**config.mk**
```make
export PLATFORM = sky130hd
export DESIGN_NAME = dc_frame_reader
export DESIGN_NICKNAME = d
export VERILOG_FILES = /design/src/rtl/dc_frame_reader.sv
export SDC_FILE = /design/constraint.sdc
export NUM_CORES = 2
export LEC_CHECK = 0
export BUFFER_PORTS_ARGS = -buffer_cell sky130_fd_sc_hd__buf_2
export CAP_MARGIN = 15
export CORE_AREA = 2 2 449 451
export CTS_CLUSTER_SIZE = 16
export DETAILED_ROUTE_END_ITERATION = 10
export DIE_AREA = 0 0 451 453
export PLACE_DENSITY_LB_ADDON = 0.25
export SLEW_MARGIN = 40
export SYNTH_ARGS = -nofsm -noshare
export SYNTH_HDL_FRONTEND = slang
export SYNTH_SLANG_ARGS = --single-unit
```
**constraint.sdc**
```tcl
create_clock -name clk -period 14.5 [get_ports clk]
set_clock_uncertainty 0.15 [all_clocks]
set_input_delay 2.175 -clock clk [delete_from_list [all_inputs] [get_ports clk]]
set_output_delay 2.175 -clock clk [all_outputs]
set_load 0.01 [all_outputs]
```
**src/rtl/dc_frame_reader.sv**
```systemverilog
// Frame timer for the MAROC pulse counters: strobes latch_out each frame, snapshots
// the latched counts and streams them as one AXI-Stream packet (header + packed counts).
module dc_frame_reader #(
    parameter int NCH = 64,
    parameter int CW  = 16
) (
    input  logic              clk,
    input  logic              reset,
    input  logic              enable,
    input  logic [31:0]       frame_len,
    output logic              latch_out,
    input  logic [NCH*CW-1:0] counts_in,
    output logic [31:0]       m_tdata,
    output logic              m_tvalid,
    input  logic              m_tready,
    output logic              m_tlast,
    output logic [31:0]       frame_num,
    output logic [15:0]       overrun_cnt
);
    localparam int NW        = NCH / 2;
    localparam int KW        = $clog2(NW + 1);
    localparam int MIN_FRAME = NCH / 2 + 4;

    typedef enum logic [1:0] {IDLE, WAIT_CAP, HDR, DATA} state_t;

    state_t            state_q, state_d;
    logic [KW-1:0]     k_q, k_d;
    logic [31:0]       tcnt_q, flen_q, flen_cur;
    logic              latch_q, cap_pend_q, first_q;
    logic [31:0]       frame_num_q;
    logic [15:0]       ovr_q, hdr_num_q;
    logic              hdr_first_q;
    logic [NCH*CW-1:0] shad_q;
    logic [CW-1:0]     lo_c, hi_c;
    logic              can_cap, accept, last_word, wrap;

    // Frame length is only picked up at the start of a frame.
    assign flen_cur = (tcnt_q != 32'd0) ? flen_q :
                      (frame_len < 32'(MIN_FRAME)) ? 32'(MIN_FRAME) : frame_len;
    assign wrap     = (tcnt_q == flen_cur - 32'd1);

    always_ff @(posedge clk) begin
        if (reset) begin
            tcnt_q  <= '0;
            flen_q  <= '0;
            latch_q <= 1'b0;
        end else if (!enable) begin
            tcnt_q  <= '0;
            latch_q <= 1'b0;
        end else begin
            latch_q <= wrap;
            tcnt_q  <= wrap ? 32'd0 : tcnt_q + 32'd1;
            if (tcnt_q == 32'd0) flen_q <= flen_cur;
        end
    end

    // Counters present fresh values one cycle after the latch strobe.
    assign can_cap   = cap_pend_q && (state_q == IDLE || state_q == WAIT_CAP);
    assign accept    = m_tvalid && m_tready;
    assign last_word = (k_q == KW'(NW - 1));

    always_comb begin
        state_d = state_q;
        k_d     = k_q;
        case (state_q)
            IDLE:     if (latch_q) state_d = WAIT_CAP;
            WAIT_CAP: state_d = WAIT_CAP;
            HDR:      if (accept) begin
                          state_d = DATA;
                          k_d     = '0;
                      end
            DATA:     if (accept) begin
                          if (last_word) state_d = IDLE;
                          else           k_d     = k_q + KW'(1);
                      end
            default:  state_d = IDLE;
        endcase
        if (can_cap) state_d = HDR;
    end

    always_ff @(posedge clk) begin
        if (reset) begin
            state_q     <= IDLE;
            k_q         <= '0;
            cap_pend_q  <= 1'b0;
            first_q     <= 1'b1;
            frame_num_q <= '0;
            ovr_q       <= '0;
            hdr_num_q   <= '0;
            hdr_first_q <= 1'b0;
            shad_q      <= '0;
        end else begin
            state_q    <= state_d;
            k_q        <= k_d;
            cap_pend_q <= latch_q;
            if (latch_q) frame_num_q <= frame_num_q + 32'd1;
            if (can_cap) begin
                shad_q      <= counts_in;
                hdr_num_q   <= frame_num_q[15:0] - 16'd1;
                hdr_first_q <= first_q;
            end else if (cap_pend_q && ovr_q != 16'hFFFF) begin
                ovr_q <= ovr_q + 16'd1;
            end
            if (!enable)      first_q <= 1'b1;
            else if (can_cap) first_q <= 1'b0;
        end
    end

    assign lo_c = shad_q[32'(k_q) * (2 * CW) +: CW];
    assign hi_c = shad_q[32'(k_q) * (2 * CW) + CW +: CW];

    assign m_tvalid    = (state_q == HDR) || (state_q == DATA);
    assign m_tlast     = (state_q == DATA) && last_word;
    assign m_tdata     = (state_q == HDR) ? {8'hDC, 7'b0, hdr_first_q, hdr_num_q}
                                          : {16'(hi_c), 16'(lo_c)};
    assign latch_out   = latch_q;
    assign frame_num   = frame_num_q;
    assign overrun_cnt = ovr_q;
endmodule

```
==> impl_metrics.py <==
metrics = {
    "global_routing": {
        "grt_pass1_vias": 46500,
        "antenna_found_initial": 94,
        "track_usage": 0.247,
        "grt_pass1_wl_mm": 358,
        "grt-ovfl-total": 0,
        "grt_max_degree": 197,
    },
    "clocking": {
        "cts_tree": "done",
        "ctsHoldBuffers": 0,
        "clockBufferDepth": 3,
        "clkLatencyLatePin_ns": 0.79,
        "postCtsSetupRepairBufs": 0,
        "cts_buffers": 139,
        "cts-resized-gates": 0,
        "cts.root.buffer_cell": "clkbuf_16",
        "clkSinkCount": 1164,
        "path_clk_slew_ns": 0.06,
        "htreeDepth": 4,
    },
    "yosys": {
        "async_reset_ff_frac": 0,
        "synth_area_leaders": "dfxtp_1 45%, nand2_1 16%, mux4_2 14%, a21oi_1 11%, clkbuf_1 3.1%",
        "synth_top_flop_cell": "dfxtp_1",
        "syn_area_um2": 51300,
        "synth_nets": 7073,
        "synth_cell_types": 73,
        "netlist_instances": 6006,
        "yosys.area.top_type": "dfxtp_1",
        "ys_ff_latch": 1164,
        "seq_area_frac_synth": 0.454,
        "synth_top_area_share": 0.454,
        "synth_enable_flop_cells": 0,
        "ys_warn_count": 0,
        "avgSynthCellArea_um2": 8.54,
    },
    "worst_setup_path": {
        "critical_path_class": "primary input to flip-flop",
        "startpoint_type": "primary input",
        "r2r_start": "tcnt_q[13]",
        "rr_worst_depth": 17,
        "path_cells": "buf_2, nor4_1, nand4_1, or3_1, nand3_1, a21boi_0, ha_1, and3_1, nand4_1, o32a_1, nor4_1, o2111ai_1, a2111o_1, or4_4, nor4b_4, buf_4, and2_1",
        "reg2reg_slack_ns": 8.49,
        "cp-end-kind": "flip-flop",
        "cp_max_fo": 33,
        "cp.required_ns": 15.07,
        "slowest_delay_ns": 0.70,
        "crit_family": "simple AND/OR/NAND/NOR gates",
        "cp_slowest_cell": "or3_1",
        "crit_buf_inv": 2,
        "cp.arrival_ns": 8.01,
        "reg2reg_to": "latch_out",
    },
    "min_path": {
        "hold_path_depth": 2,
        "min_to": "first_q",
        "holdCritStartpoint": "first_q",
        "hold_class": "flip-flop to flip-flop",
    },
    "pwr": {
        "p_per_area_nw_per_um2": 112,
        "cell_internal_pwr_uw": 5390,
        "seqPwrFrac": 0.450,
        "p_total_uw": 7130,
        "clkPwrFrac": 0.493,
        "p_switching_uw": 1740,
        "comb_power_share": 0.056,
        "leakage_uw": 0.0222,
        "sw_frac_of_total": 0.244,
        "peakVddDrop_v": 0.000117,
    },
    "timing": {
        "drv_slew": 0,
        "fmax_mhz": 134,
        "setup_violations": 0,
        "rsz0062_at_grt": "false",
        "slew_headroom": 0.288,
        "period_needed_ns": 7.45,
        "hold_viol": 0,
        "max_slew.worst_pin.slew_ns": 1.06,
        "setup_tns_ns": 0,
        "finalCritPeriodShare": 0.514,
    },
    "cells_and_area": {
        "nFillCells": 21200,
        "area_growth_syn_to_layout_pct": 24.5,
        "layout-drive-gt1-share": 0.259,
        "nets": 7931,
    },
    "drt": {
        "drt_iter0_drc": 4801,
        "routed_wl_mm": 264,
        "ant_nets": 0,
        "viasPerCell": 5.04,
        "vias": 48600,
        "wl_per_cell_um": 27.4,
        "drcViolationCount": 0,
        "firstDrtPassIters": 5,
    },
    "outcome": {
        "outcome": "finished, final reports clean",
    },
    "place": {
        "portBuffers": 1142,
        "post-dp-hpwl_mm": 206,
        "place.gp.congestion": 0.927,
    },
    "floorplan": {
        "num_rows": 164,
        "ios": 1143,
        "coreArea_um2": 199000,
        "die_h_um": 453,
        "start_util": 0.257,
        "die_w_um": 451,
        "die-area_um2": 204000,
    },
    "job": {
        "cap_violations": 0,
    },
}
[metal layers]
| layer | share of wire | GRT usage | routed length, um | up-vias |
|---|---|---|---|---|
| met4 | 0.034 | 0.0818 | 9030 | 52 |
| met1 | 0.43 | 0.331 | 113000 | 24200 |
| met2 | 0.47 | 0.398 | 123000 | 1786 |
| met3 | 0.069 | 0.0479 | 18300 | 361 |
| met5 | 0.0012 | 0 | 307 | - |
| li1 | - | - | - | 22300 |
[flip-flops by register name, summed over array words and instances, names as in the netlist]
| name | count |
|---|---|
| first_q | 1 |
| cap_pend_q | 1 |
| hdr_first_q | 1 |
| shad_q | 1024 |
| state_q | 2 |
| latch_out | 1 |
| k_q | 6 |
| flen_q | 32 |
| hdr_num_q | 16 |
| frame_num | 32 |
| overrun_cnt | 16 |
| tcnt_q | 32 |
[placed cells by master (no fill, tap or decap), types with 8 or more instances in the layout]
cell type	n
nand2_1	2182
dfxtp_1	1159
buf_2	1141
a21oi_1	1082
mux4_2	320
clkbuf_16	140
nor2_1	124
xnor2_1	66
xor2_1	55
mux2i_1	52
nand3_1	43
buf_4	42
o21ai_0	35
nor3_1	33
clkbuf_1	33
and3_1	32
diode_2	31
nand4_1	31
nor4_1	29
nor3_2	26
clkbuf_8	22
or3_1	21
a211oi_1	21
inv_1	17
buf_6	14
clkinv_2	12
a31oi_1	11
buf_12	11
o21ai_1	10
nor2b_1	9
or4_1	9
and4_1	8
a21boi_0	8
inv_6	8
bufinv_16	8
[cells by family after synthesis]
| logic type | count (synthesis) | synth area share |
|---|---|---|
| simple gates | 2593 | 0.207 |
| buf+inv | 516 | 0.0392 |
| compound gates | 1232 | 0.126 |
| xor+xnor | 122 | 0.0211 |
| mux | 372 | 0.151 |
| fa+ha+maj | 7 | 0.00171 |
| flops | 1164 | 0.454 |
[area by class of cell]
cell class | count | area [um2] | share of cell area
diodes | 31 | 77.6 | 0.00121
clock buffers | 194 | 3920 | 0.0613
clock inverters | 41 | 567 | 0.00887
inverters | 17 | 63.8 | 0.000999
multi-input cells | 4326 | 26000 | 0.407
flip-flops and latches | 1164 | 23300 | 0.365
well taps | 2656 | 3320 | 0.0520
repair buffers | 1216 | 6600 | 0.103
[Yosys cell counts, types with 32 or more instances]
cell type and instances:
nand2_1 2182, dfxtp_1 1164, a21oi_1 1082, clkbuf_1 429
mux4_2 320, nor2_1 124, xnor2_1 66, xor2_1 55
mux2i_1 52, o21ai_0 45, buf_1 43, nand3_1 43
nor3_1 33, and3_1 32
[metrics by stage]
step	util	cells	setup WS, ns	hold slack (ns)	instance area [um2]
final	0.321	9645	7.05	0.301	63900
after global placement	0.296	9370	6.30	0.280	59000
after CTS	0.320	9612	6.85	0.301	63700
after global routing	0.320	9625	6.81	0.316	63800
after floorplan	-	6006	7.49	0.273	51300
after detailed placement	0.297	9377	6.34	0.292	59200
[worst min-delay path: cells and delay by family, from the launching register on]
| kind | cells | cell delay, ns |
|---|---|---|
| flip-flops | 1 | 0.31 |
| AND/OR/NAND/NOR | 2 | 0.10 |
[power groups by stage]
stage | clock [uW] | sequential [uW] | combinational (uW)
after floorplan | 0 | 3280 | 126
after global routing | 3720 | 3210 | 418
after CTS | 3600 | 3210 | 400
after detailed placement | 0 | 3280 | 398
after global placement | 0 | 3280 | 400
final | 3520 | 3210 | 401
[worst max path at each step]
stage	from	to	slack, ns	cells past startpoint
final	frame_len[11]	latch_out	7.05	17
after global routing	frame_len[11]	tcnt_q[30]	6.81	16
after CTS	k_q[1]	m_tdata[16]	6.85	7
after detailed placement	frame_len[11]	tcnt_q[30]	6.34	17
after global placement	frame_len[11]	latch_out	6.30	17
after floorplan	frame_len[25]	tcnt_q[19]	7.49	18
Power figures use the tool's default switching activity.
